## src/rtl/ram_fifo_ctrl_if.sv

```systemverilog
// Valid/ready stream bundle between producer, FIFO and consumer.
// The FIFO takes the slave modport; the environment drives the master side.
interface ram_fifo_ctrl_if #(
  parameter int unsigned SIZE = 8
);
  logic [SIZE-1:0] wr_data;
  logic            wr_valid;
  logic            wr_ready;
  logic [SIZE-1:0] rd_data;
  logic            rd_valid;
  logic            rd_ready;

  modport master (
    output wr_data, wr_valid, rd_ready,
    input  wr_ready, rd_data, rd_valid
  );

  modport slave (
    input  wr_data, wr_valid, rd_ready,
    output wr_ready, rd_data, rd_valid
  );
endinterface

```

## src/rtl/simple_dual_ram.sv

```systemverilog
// Simple dual-port RAM: one write port, one registered read port, separate clocks.
// Reading and writing the same address on the same edge returns stale data.
module simple_dual_ram #(
  parameter int unsigned SIZE  = 8,
  parameter int unsigned DEPTH = 8
) (
  input  logic                     wclk,
  input  logic                     rclk,
  input  logic                     write_en,
  input  logic [$clog2(DEPTH)-1:0] waddr,
  input  logic [SIZE-1:0]          write_data,
  input  logic [$clog2(DEPTH)-1:0] raddr,
  output logic [SIZE-1:0]          read_data
);
  logic [SIZE-1:0] mem [DEPTH];

  always_ff @(posedge wclk) begin
    if (write_en) mem[waddr] <= write_data;
  end

  always_ff @(posedge rclk) begin
    read_data <= mem[raddr];
  end
endmodule

```

## src/rtl/ram_fifo_ctrl.sv

```systemverilog
// First-word-fall-through FIFO around a simple_dual_ram with a one-entry collision bypass.
// Optional occupancy output `level` is enabled by defining RAM_FIFO_LEVEL_EN.
module ram_fifo_ctrl #(
  parameter int unsigned SIZE  = 8,
  parameter int unsigned DEPTH = 8
) (
  input  logic                   clk,
  input  logic                   rst,
  ram_fifo_ctrl_if.slave         bus
`ifdef RAM_FIFO_LEVEL_EN
  ,
  output logic [$clog2(DEPTH):0] level
`endif
);
  localparam int unsigned ADDR_W = $clog2(DEPTH);

  logic [ADDR_W:0]   wptr_q, wptr_d, rptr_q, rptr_d;
  logic [ADDR_W-1:0] waddr, raddr;
  logic              empty, full, push, pop;
  logic [SIZE-1:0]   ram_rdata, byp_data_q;
  logic              byp_sel_q;

  always_comb begin
    empty         = (wptr_q == rptr_q);
    full          = (wptr_q[ADDR_W-1:0] == rptr_q[ADDR_W-1:0]) &&
                    (wptr_q[ADDR_W] != rptr_q[ADDR_W]);
    bus.wr_ready  = !full && !rst;
    bus.rd_valid  = !empty;
    push          = bus.wr_valid && bus.wr_ready;
    pop           = bus.rd_valid && bus.rd_ready;
    wptr_d        = wptr_q + {{ADDR_W{1'b0}}, push};
    rptr_d        = rptr_q + {{ADDR_W{1'b0}}, pop};
    waddr         = wptr_q[ADDR_W-1:0];
    // Address the post-pop head so the RAM output is the new head one cycle later.
    raddr         = rptr_d[ADDR_W-1:0];
    bus.rd_data   = byp_sel_q ? byp_data_q : ram_rdata;
  end

  always_ff @(posedge clk or posedge rst) begin
    if (rst) begin
      wptr_q     <= '0;
      rptr_q     <= '0;
      byp_sel_q  <= 1'b0;
      byp_data_q <= '0;
    end else begin
      wptr_q     <= wptr_d;
      rptr_q     <= rptr_d;
      // Same-address write/read only happens when the FIFO is or becomes empty.
      byp_sel_q  <= push && (waddr == raddr);
      byp_data_q <= bus.wr_data;
    end
  end

`ifdef RAM_FIFO_LEVEL_EN
  assign level = wptr_q - rptr_q;
`endif

  simple_dual_ram #(
    .SIZE  (SIZE),
    .DEPTH (DEPTH)
  ) u_ram (
    .wclk       (clk),
    .rclk       (clk),
    .write_en   (push),
    .waddr      (waddr),
    .write_data (bus.wr_data),
    .raddr      (raddr),
    .read_data  (ram_rdata)
  );
endmodule

```

## src/flat_wrapper.sv

```systemverilog
// flat-port wrapper written by rule: the top's interface ports become plain ports
module ram_fifo_ctrl_flat 
#(
  parameter int unsigned SIZE  = 8,
  parameter int unsigned DEPTH = 8
)
  (clk, rst, bus_wr_data, bus_wr_valid, bus_rd_ready, bus_wr_ready, bus_rd_data, bus_rd_valid);
  ram_fifo_ctrl_if #(.SIZE(SIZE)) bus_i ();
  input  logic clk;
  input  logic rst;
  input wire logic [$bits(bus_i.wr_data)-1:0] bus_wr_data;
  input wire logic [$bits(bus_i.wr_valid)-1:0] bus_wr_valid;
  input wire logic [$bits(bus_i.rd_ready)-1:0] bus_rd_ready;
  output wire logic [$bits(bus_i.wr_ready)-1:0] bus_wr_ready;
  output wire logic [$bits(bus_i.rd_data)-1:0] bus_rd_data;
  output wire logic [$bits(bus_i.rd_valid)-1:0] bus_rd_valid;
  assign bus_i.wr_data = bus_wr_data;
  assign bus_i.wr_valid = bus_wr_valid;
  assign bus_i.rd_ready = bus_rd_ready;
  assign bus_wr_ready = bus_i.wr_ready;
  assign bus_rd_data = bus_i.rd_data;
  assign bus_rd_valid = bus_i.rd_valid;
  ram_fifo_ctrl #(.SIZE(SIZE), .DEPTH(DEPTH)) u_core (.clk(clk), .rst(rst), .bus(bus_i));
endmodule
```

## config.mk

```make
export PLATFORM = sky130hd
export DESIGN_NAME = ram_fifo_ctrl_flat
export DESIGN_NICKNAME = d
export VERILOG_FILES = /design/src/rtl/ram_fifo_ctrl_if.sv /design/src/rtl/simple_dual_ram.sv /design/src/rtl/ram_fifo_ctrl.sv /design/src/flat_wrapper.sv
export SDC_FILE = /design/constraint.sdc
export NUM_CORES = 1
export LEC_CHECK = 0
export CAP_MARGIN = 20
export CORE_ASPECT_RATIO = 0.9
export CORE_MARGIN = 1.5
export CORE_UTILIZATION = 35
export CTS_CLUSTER_SIZE = 20
export DETAILED_ROUTE_END_ITERATION = 8
export GPL_TIMING_DRIVEN = 0
export PLACE_DENSITY_LB_ADDON = 0.15
export SLEW_MARGIN = 20
export SYNTH_ARGS = -nofsm -noshare
export SYNTH_HDL_FRONTEND = slang
export SYNTH_SLANG_ARGS = --single-unit
```

## constraint.sdc

```tcl
create_clock -name clk -period 4.4 [get_ports clk]
set_clock_uncertainty 0.2 [all_clocks]
set_input_delay 0.44 -clock clk [delete_from_list [all_inputs] [get_ports clk]]
set_output_delay 0.44 -clock clk [all_outputs]
set_load 0.01 [all_outputs]
```

### After elaboration in Yosys (flattened, before gate mapping)

Memories as Yosys holds them, arrays and structs flattened. A register that Yosys moved wholly into a read port is not among the register bits.
Index checks and enable logic that the tools add are counted.

* register bits: 17
* memory bits (writable): 64
* output and inout port bits: 10
* word-level logic and storage cells: 22
* memories: 1

* add/subtract/negate cells: 2
* eq/ne operators: 4
* muxes and demuxes: 3
* reductions and logical operators: 8

Memories
* u_core.u_ram.mem: words 8, bits a word 8, read ports 1, clocked after memory_dff 1, write ports 1, RTL line simple_dual_ram.sv:15 `logic [SIZE-1:0] mem [DEPTH];`

Operator list (count)
* $add A4 B1 Y4: 2
* $mux W8: 1
* $eq A3 B3 Y1: 2
* $logic_and A1 B1 Y1: 5
* $eq A4 B4 Y1: 1
* $logic_not A1 Y1: 3
* $mux W1: 2
* $ne A1 B1 Y1: 1

### Logic depth before layout (Yosys ltp)

Gate-level depths: netlist of the first run.

* depth after elaboration: 7
* mapped depth: 10
* depth with buffers taken out: 8

### Modules after synthesis

From an unflattened synthesis of the first run, not the netlist that was laid out.

* cell total of the unflattened synthesis: 166
* area, all modules: 3433.3 um2

By module, submodules not included
* simple_dual_ram: instances 1, cells an instance 114, area each 2691.3 um2, seq. area each 2082.0 um2
* ram_fifo_ctrl: instances 1, cells an instance 52, area each 742.0 um2, seq. area each 425.4 um2

### Worst setup path after synthesis of the first run

OpenSTA, ideal clock, no wires.

* path kind: reg2reg
* start: register u_core.wptr_q[0]
* end: register u_core.u_ram.read_data[2] (read register of u_core.u_ram.mem)
* library setup time: 121 ps
* arrival: 3046 ps
* required time: 4079 ps
* slack: 1033 ps
* stages on the path, launching flop included: 11
* buffers on the path: 3
* path through: dfrtp_1 -> buf_2 -> xor2_1 -> or4b_1 -> and2_1 -> ha_1 -> ha_1 -> buf_6 -> buf_6 -> mux4_1 -> mux2_2

* cells in the longest elaborated chain, start to end: 4

RTL lines
* start: declaration: RTL line ram_fifo_ctrl.sv:17 `logic [ADDR_W:0] wptr_q, wptr_d, rptr_q, rptr_d;`
* start signal: assignment: RTL line ram_fifo_ctrl.sv:46 `wptr_q <= wptr_d;`
* $eq A4 B4 Y1: RTL line ram_fifo_ctrl.sv:24 `empty = (wptr_q == rptr_q);`
* $logic_not A1 Y1: RTL line ram_fifo_ctrl.sv:28 `bus.rd_valid = !empty;`
* via bus_rd_valid: RTL line flat_wrapper.sv:16 `output wire logic [$bits(bus_i.rd_valid)-1:0] bus_rd_valid;`
* $logic_and A1 B1 Y1: RTL line ram_fifo_ctrl.sv:30 `pop = bus.rd_valid && bus.rd_ready;`
* $add A4 B1 Y4: RTL line ram_fifo_ctrl.sv:32 `rptr_d = rptr_q + {{ADDR_W{1'b0}}, pop};`
* via u_core.rptr_d[1]: RTL line ram_fifo_ctrl.sv:17
* end: declaration: RTL line simple_dual_ram.sv:13 `output logic [SIZE-1:0] read_data`

The timed path passes the listed nets, and every way through them passes these cells.

### Worst setup path in the final report of the first run

* start: register u_core.wptr_q[0]
* end: register u_core.u_ram.read_data[2] (read register of u_core.u_ram.mem)

* cells in the longest elaborated chain, start to end: 4

RTL lines (RTL line)
* $eq A4 B4 Y1: ram_fifo_ctrl.sv:24
* $logic_not A1 Y1: ram_fifo_ctrl.sv:28
* $logic_and A1 B1 Y1: ram_fifo_ctrl.sv:30
* $add A4 B1 Y4: ram_fifo_ctrl.sv:32
* via u_core.rptr_d[2]: ram_fifo_ctrl.sv:17

The timed path passes the listed nets, and every way through them passes these cells.

==> results_dict.tcl, run 1 <==
set metrics [dict create \
    cp_max_fo 10 \
    track_usage 0.141 \
    ys_ff_latch 89 \
    ys_seq_area_frac 0.728 \
    fin_nets 222 \
    dr_wl_met3_um 260 \
    start_kind "flop" \
    clock-sinks 89 \
    clockPowerShare 0.206 \
    final_area_um2 4130 \
    switchingPower_uw 856 \
    die_w_um 108 \
    worst_path_max_delay_cell "or4b_1" \
    netlist.area_leader.share 0.558 \
    antenna_found_initial 0 \
    fin_util 0.429 \
    ctsResizeCount 0 \
    worstSkewPairLatency_ns 0.35 \
    crit_buf_inv 2 \
    critPathMaxStageDelay_ns 0.54 \
    num_vias 1635 \
    portBuffers 21 \
    pwr-share-seq 0.391 \
    wl_mm 6.55 \
    place.gp.congestion 0.688 \
    clock_path_buffers 2 \
    synthesis.area_um2 3440 \
    core_region_area_um2 9610 \
    setup_violations 0 \
    grt_overflow 0 \
    hold_path_class "flop to flop" \
    wl_met1_mm 2.98 \
    worstHoldStart "u_core.wptr_q[3]" \
    die_h_um 97.1 \
    finalHoldViolCount 0 \
    cpMostUsedCell "ha_1" \
    start_util 0.358 \
    syn_inst 166 \
    syn_area_per_cell_um2 20.8 \
    internal_power_mw 1.95 \
    final-max-slew-violation-count 0 \
    slew_headroom 0.278 \
    yosys.cell_types.count 27 \
    htreeDepth 3 \
    synth.net_count 182 \
    synth_area_leaders "edfxtp_1, dfrtp_1, mux4_1" \
    grt_pass1_vias 1793 \
    rr_startpoint "u_core.wptr_q[0]" \
    initialDrtViolationCount 76 \
    drive_gt1_frac 0.275 \
    routed.top_layer "met4" \
    dr_wl_met2_mm 3.28 \
    setup_slack_ns 0.818 \
    power_frac_comb 0.402 \
    dp_slack_ns 0.722 \
    worst_setup_path_end_kind "flop" \
    cts_setup_buffers 0 \
    ff2ff_path_depth 10 \
    rsz0062_at_grt "false" \
    ioPinCount 22 \
    ant_nets 0 \
    period_share 0.814 \
    rows 34 \
    crit_start "u_core.wptr_q[0]" \
    via_per_inst 4.85 \
    leakage_nw 1.44 \
    tightestPinTransition_ns 1.08 \
    grt_pass1_wl_mm 10.5 \
    crit_family "XOR/XNOR gates" \
    drt_drc_violations_left 0 \
    syn_to_final_growth_pct 19.8 \
    dr.pass1.iters 4 \
    crit_type "flop to flop" \
    fin_setup_tns_ns 0 \
    min_period_ns 3.58 \
    required_ns 4.43 \
    n_antenna_cell 0 \
    hpwlAfterDp_mm 4.31 \
    whs_ns 0.305 \
    cts_buffers 9 \
    p_per_area_nw_per_um2 680 \
    r2r_setup_slack_ns 0.82 \
    holdPathStages 1 \
    crit_chain "buf_2 -> xor2_1 -> or4b_1 -> and2_1 -> ha_1 -> ha_1 -> xor2_2 -> buf_6 -> mux4_1 -> mux2_2" \
    grt_max_degree 18 \
    yosys_warnings 0 \
    max-cap-violations 0 \
    cts_root_buf "clkbuf_8" \
    max_clock_freq_mhz 279 \
    place_area_um2 3910 \
    outcome "complete, no violations" \
    wl_per_cell_um 19.4 \
    hold_path_end "u_core.wptr_q[3]" \
    vdd_ir_drop_max_v 0.000268 \
    reg2reg_to "u_core.u_ram.read_data[2]" \
    path_clk_slew_ns 0.08 \
    cts_hold_buf 0 \
    tritoncts "built" \
    arrival_ns 3.61 \
    yosys.area.top_type "edfxtp_1" \
    switching_share 0.305 \
    die_area_um2 10400 \
]
layer usage:
metal,GRT usage,up-vias
met1,0.185,856
li1,-,741
met3,0.0449,2
met5,0,-
met4,0.0304,0
met2,0.231,36
flip-flops by register name (all words and copies together) (netlist names):
register,flops
u_core.byp_data_q,8
u_core.u_ram.mem,64
u_core.wptr_q,4
u_core.u_ram.read_data,8
u_core.byp_sel_q,1
u_core.rptr_q,4
synth_stat cells:
cell and number:
nand2_1 1, buf_6 3, nor4b_1 3, or4b_1 1, nor4_1 3, xor2_1 7
dfrtp_1 17, clkbuf_1 3, nor4bb_1 1, mux4_1 9, nand3b_1 1, buf_1 1
mux4_2 7, nand3_1 3, mux2_2 16, nor2b_1 1, nor3_1 1, xnor2_1 3
nor2_1 3, o41ai_4 1, inv_1 2, ha_1 4, buf_2 1, and2_1 1
xor2_2 1, edfxtp_1 64, dfxtp_1 8
cells by family (layout without fill, tap and decap cells):
group / after synthesis / in the layout / synth area share
compound gates: 1 / 1 / 0.00799
xor+xnor: 11 / 11 / 0.0302
fa+ha+maj: 4 / 4 / 0.0145
buf+inv: 10 / 55 / 0.0178
flops: 89 / 89 / 0.728
mux: 32 / 32 / 0.167
simple gates: 19 / 19 / 0.0349
worst max-delay path by stage:
| stage | endpoint | slack [ns] | cells after the start |
|---|---|---|---|
| global placement | u_core.u_ram.mem[2][0] | 0.48 | 4 |
| detailed placement | u_core.u_ram.read_data[5] | 0.72 | 10 |
| global route | u_core.u_ram.read_data[3] | 0.63 | 10 |
| finish | u_core.u_ram.read_data[2] | 0.82 | 10 |
| CTS | u_core.u_ram.read_data[5] | 0.76 | 10 |
| floorplan | u_core.u_ram.read_data[2] | 1.03 | 10 |
cell usage in the layout (no fill, tap or decap), drive strengths merged, types with 2 or more instances in the layout:
cell	n
ha	4
mux4	16
xor2	8
inv	2
nor2	3
nand3	3
nor4	3
xnor2	3
edfxtp	64
dfrtp	17
nor4b	3
buf	13
clkbuf	15
clkinv	2
dfxtp	8
mux2	16
clkdlybuf4s50	21
layout make-up:
| class | count | area [um2] |
|---|---|---|
| Buffer | 8 | 53.8 |
| Clock buffer | 12 | 165 |
| Clock inverter | 4 | 50.0 |
| Fill cell | 888 | 5490 |
| Inverter | 2 | 7.51 |
| Multi-Input combinational cell | 67 | 921 |
| Sequential cell | 89 | 2510 |
| Tap cell | 126 | 158 |
| Timing Repair Buffer | 29 | 263 |
power by group through the flow:
stage               sequential [mW]  combinational, mW  clock [mW]
detailed placement             1.12               1.16           0
global placement               1.11               1.09           0
global route                   1.11               1.22       0.634
CTS                            1.10               1.16       0.597
finish                         1.10               1.13       0.579
floorplan                      1.10              0.789           0
stage by stage:
step	cells	power, mW
after floorplan	166	1.89
after global routing	337	2.97
final	337	2.80
after CTS	337	2.86
after detailed placement	321	2.28
after global placement	313	2.21
No activity file was read; power rests on OpenSTA's default activity.
==> inputs of run 2 (changes only) <==
==> constraint.sdc (replaced) <==
create_clock -name clk -period 3.5 [get_ports clk]
set_clock_uncertainty 0.2 [all_clocks]
set_input_delay 0.35 -clock clk [delete_from_list [all_inputs] [get_ports clk]]
set_output_delay 0.35 -clock clk [all_outputs]
set_load 0.01 [all_outputs]
==> results_dict.tcl, run 2 (same netlist as run 1, synthesis figures left out) <==
set metrics [dict create \
    outcome "complete, no violations" \
    holdPathStages 1 \
    num_vias 1642 \
    hold_path_class "flop to flop" \
    tritoncts "built" \
    hpwlAfterDp_mm 4.31 \
    drt_drc_violations_left 0 \
    arrival_ns 3.42 \
    worst_path_max_delay_cell "mux4_1" \
    min_period_ns 3.39 \
    grtUsageMet1 0.188 \
    crit_chain "buf_4 -> xor2_1 -> or4b_1 -> and2_1 -> ha_1 -> ha_4 -> buf_8 -> buf_12 -> mux4_1 -> mux2_2" \
    largest_reg_flops 64 \
    ff2ff_path_depth 10 \
    setup_violations 0 \
    wl_per_cell_um 19.3 \
    start_kind "flop" \
    ioPinCount 22 \
    dr.pass1.iters 4 \
    final_common_cell "edfxtp_1" \
    worstSkewPairLatency_ns 0.34 \
    fillCellCount 880 \
    n_antenna_cell 0 \
    r2r_setup_slack_ns 0.11 \
    vdd_ir_drop_max_v 0.000339 \
    grt_pass1_wl_mm 10.5 \
    grt_overflow 0 \
    leakage_nw 1.48 \
    period_share 0.969 \
    fin_nets 227 \
    grt_pass1_vias 1798 \
    clock_path_buffers 2 \
    via_per_inst 4.80 \
    cp_max_fo 10 \
    path_clk_slew_ns 0.08 \
    p_per_area_nw_per_um2 880 \
    clock-sinks 89 \
    finalHoldViolCount 0 \
    seqCellArea_um2 2510 \
    core_region_area_um2 9610 \
    crit_buf_inv 3 \
    multiInputGateArea_um2 948 \
    die_w_um 108 \
    grt-busiest-layer "met2" \
    die_area_um2 10400 \
    rows 34 \
    max-cap-violations 0 \
    met3_usage 0.0449 \
    htreeDepth 3 \
    hold_path_end "u_core.wptr_q[0]" \
    cts_root_buf "clkbuf_8" \
    final-max-slew-violation-count 0 \
    start_util 0.358 \
    place.gp.congestion 0.688 \
    grt_max_degree 18 \
    cts_buffers 9 \
    rr_startpoint "u_core.wptr_q[0]" \
    tightestPinTransition_ns 1.09 \
    antenna_found_initial 0 \
    worstHoldStart "u_core.wptr_q[0]" \
    path_depth 10 \
    reg2reg_to "u_core.u_ram.read_data[2]" \
    crit_type "flop to flop" \
    regMostFlops "u_core.u_ram.mem" \
    track_usage 0.141 \
    required_ns 3.53 \
    whs_ns 0.317 \
    critPathMaxStageDelay_ns 0.56 \
    drive_gt1_frac 0.306 \
    worst_setup_path_end_kind "flop" \
    wl_mm 6.62 \
    grt.met2_usage 0.228 \
    rsz0062_at_grt "false" \
    ant_nets 0 \
    die_h_um 97.1 \
    final_cell_mix "edfxtp_1, clkdlybuf4s50_1, dfrtp_1" \
    initialDrtViolationCount 83 \
    portBuffers 21 \
    fin_util 0.439 \
    slew_headroom 0.273 \
    power_mw 3.71 \
    syn_to_final_growth_pct 22.4 \
    top_regs "u_core.u_ram.mem (64), u_core.byp_data_q (8), u_core.u_ram.read_data (8)" \
    crit_family "multiplexers" \
    max_clock_freq_mhz 295 \
]
[run 2: through the flow]
step	setup slack, ns	area (um2)	TNS [ns]	std cells
floorplan	0.133	3440	0	166
global placement	-0.331	3810	-9.10	313
detailed placement	-0.178	3910	-1.33	321
CTS	0.0251	4180	0	339
global route	0.0161	4220	0	342
finish	0.110	4220	0	342
[run 2: cell type report]
cell class / count / area share
inverters: 2 / 0.00178
plain buffers: 8 / 0.0163
multi-input cells: 67 / 0.225
clock buffers: 12 / 0.0392
clock inverters: 4 / 0.0119
well taps: 126 / 0.0374
repair buffers: 34 / 0.0742
flip-flops and latches: 89 / 0.594
[run 2: worst max path at each step]
stage                     slack [ns]             start                   endpoint
after global placement         -0.33      bus_wr_valid     u_core.u_ram.mem[2][0]
after floorplan                 0.13  u_core.wptr_q[0]  u_core.u_ram.read_data[2]
after global routing            0.02  u_core.wptr_q[0]  u_core.u_ram.read_data[5]
final                           0.11  u_core.wptr_q[0]  u_core.u_ram.read_data[2]
after CTS                       0.03  u_core.wptr_q[0]  u_core.u_ram.read_data[5]
after detailed placement       -0.18  u_core.wptr_q[0]  u_core.u_ram.read_data[5]
[run 2: metal layers]
layer | vias up | wire (um)
li1 | 751 | -
met1 | 854 | 2950
met2 | 35 | 3330
met3 | 2 | 316
met4 | 0 | 25
met5 | - | 0
[run 2: power by group]
part           internal (mW)  switching, mW  total [mW]
logic                  0.898          0.695        1.59
clock network          0.387          0.341       0.728
registers               1.31         0.0826        1.39
[run 2: repair_timing]
item | 4_1_cts | 5_1_grt
hold buffers | 0 | 0
pin swaps | 0 | 0
buffers inserted | 2 | 3
setup endpoints to repair | 8 | 8
resized for setup | 4 | 5
hold endpoints to repair | 0 | 0
==> inputs of run 3 (changes only) <==
--- a/config.mk
+++ b/config.mk
@@ -7,8 +7,7 @@
 export LEC_CHECK = 0
 export CAP_MARGIN = 20
 export CORE_ASPECT_RATIO = 0.9
-export CORE_MARGIN = 1.5
-export CORE_UTILIZATION = 35
+export CORE_UTILIZATION = 40
 export CTS_CLUSTER_SIZE = 20
 export DETAILED_ROUTE_END_ITERATION = 8
 export GPL_TIMING_DRIVEN = 0
==> results_dict.tcl, run 3 (same netlist as run 1, synthesis figures left out) <==
set metrics [dict create \
    p_per_area_nw_per_um2 883 \
    max_clock_freq_mhz 297 \
    worst_path_max_delay_cell "mux4_1" \
    final_cell_mix "edfxtp_1, clkdlybuf4s50_1, dfrtp_1" \
    wl_per_cell_um 18.9 \
    finalHoldViolCount 0 \
    vdd_ir_drop_max_v 0.000449 \
    tightestPinTransition_ns 0.981 \
    hold_path_class "input port to asynchronous set/reset pin" \
    place.gp.congestion 0.717 \
    dp_slack_ns -0.158 \
    num_vias 1642 \
    setup_violations 0 \
    drive_gt1_frac 0.292 \
    setup_slack_ns 0.134 \
    portBuffers 21 \
    syn_to_final_growth_pct 20.6 \
    final-max-slew-violation-count 0 \
    drt_drc_violations_left 0 \
    clock_path_buffers 2 \
    cts_root_buf "clkbuf_8" \
    cts_buffers 9 \
    antenna_found_initial 0 \
    max-cap-violations 0 \
    crit_chain "buf_4 -> xor2_1 -> or4b_4 -> and2_1 -> ha_2 -> ha_4 -> buf_8 -> buf_12 -> mux4_1 -> mux2_2" \
    power_mw 3.67 \
    cp_max_fo 10 \
    arrival_ns 3.41 \
    die_h_um 90.0 \
    ioPinCount 22 \
    worst_setup_path_end_kind "flop" \
    start_util 0.421 \
    n_antenna_cell 0 \
    outcome "complete, no violations" \
    crit_type "flop to flop" \
    die_area_um2 8990 \
    rows 31 \
    rsz0062_at_grt "false" \
    htreeDepth 3 \
    largest_reg_flops 64 \
    grt_max_degree 18 \
    dr.pass1.iters 4 \
    top_regs "u_core.u_ram.mem (64), u_core.byp_data_q (8), u_core.u_ram.read_data (8)" \
    ant_nets 0 \
    leakage_nw 1.45 \
    path_clk_slew_ns 0.09 \
    core_region_area_um2 8180 \
    wl_mm 6.19 \
    track_usage 0.152 \
    critPathMaxStageDelay_ns 0.57 \
    start_kind "flop" \
    fin_util 0.508 \
    clock-sinks 89 \
    place_area_um2 3870 \
    tritoncts "built" \
    required_ns 3.55 \
    via_per_inst 5.02 \
    min_period_ns 3.37 \
    grt_pass1_vias 1657 \
    hpwlAfterDp_mm 3.95 \
    period_share 0.962 \
    fin_nets 223 \
    grt_overflow 0 \
    initialDrtViolationCount 53 \
    grt_pass1_wl_mm 9.54 \
    regMostFlops "u_core.u_ram.mem" \
    worstSkewPairLatency_ns 0.35 \
    slew_headroom 0.344 \
    final_common_cell "edfxtp_1" \
    final_area_um2 4160 \
    die_w_um 99.8 \
]
-- run 3: cell count changes in the layout (fill, tap and decap cells not counted), sizes merged --
cell / delta
buf: -4
clkinv: +2
bufinv: +1
clkbuf: -2
clkinvlp: -1
-- run 3: per-stage QoR --
stage | std cells | hold slack, ns | setup TNS [ns]
finish | 327 | 0.301 | 0
global route | 327 | 0.325 | 0
CTS | 327 | 0.322 | 0
detailed placement | 307 | 0.304 | -1.06
global placement | 302 | 0.287 | -4.36
floorplan | 166 | 0.0761 | 0
-- run 3: what timing repair did --
action / in CTS / in global routing
setup buffers: 4 / 0
setup endpoints to repair: 8 / 7
endpoints found under the hold margin: 0 / 0
gates resized for setup: 5 / 4
hold buffers: 0 / 0
-- run 3: final cells by class --
| type | instances | area (um2) |
|---|---|---|
| Clock buffer | 10 | 128 |
| Tap cell | 115 | 144 |
| Timing Repair Buffer | 30 | 270 |
| Buffer | 8 | 68.8 |
| Sequential cell | 89 | 2510 |
| Clock inverter | 6 | 82.6 |
| Multi-Input combinational cell | 67 | 947 |
| Fill cell | 681 | 4030 |
| Inverter | 2 | 7.51 |
-- run 3: worst paths after layout --
kind                                   from                         to  slack [ns]  cells after the start
max reg2reg                u_core.wptr_q[0]  u_core.u_ram.read_data[5]        0.13                     10
min                                     rst           u_core.rptr_q[3]        0.30                      2
max                        u_core.wptr_q[0]  u_core.u_ram.read_data[5]        0.13                     10
max in group asynchronous               rst       u_core.byp_data_q[6]        2.32                      2
min reg2reg                u_core.rptr_q[3]           u_core.rptr_q[3]        0.32                      1
min in group clk           u_core.rptr_q[3]           u_core.rptr_q[3]        0.32                      1
-- run 3: where the power goes --
group / total [mW] / internal [mW] / switching (mW)
Clock: 0.739 / 0.399 / 0.341
Combinational: 1.54 / 0.856 / 0.685
Sequential: 1.39 / 1.31 / 0.0813
Total: 3.67 / 2.56 / 1.11
-- run 3: layer usage --
layer  global-route usage  up-vias  routed length, um  part of all wire
met5                    0        -                  0                 0
met4               0.0515        0                 59            0.0095
met3               0.0498        4                212             0.034
met2                0.245       30               3200              0.52
met1                0.191      866               2720              0.44
li1                     -      742                  -                 -
-- run 3: critical path: cells and delay by family (launching register included) --
kind	cells	cell delay [ns]
muxes	2	0.85
and+or+nand+nor	2	0.72
adders and majority gates	2	0.47
buffers and inverters	3	0.44
DFF	1	0.39
xor gates and xnor gates	1	0.19
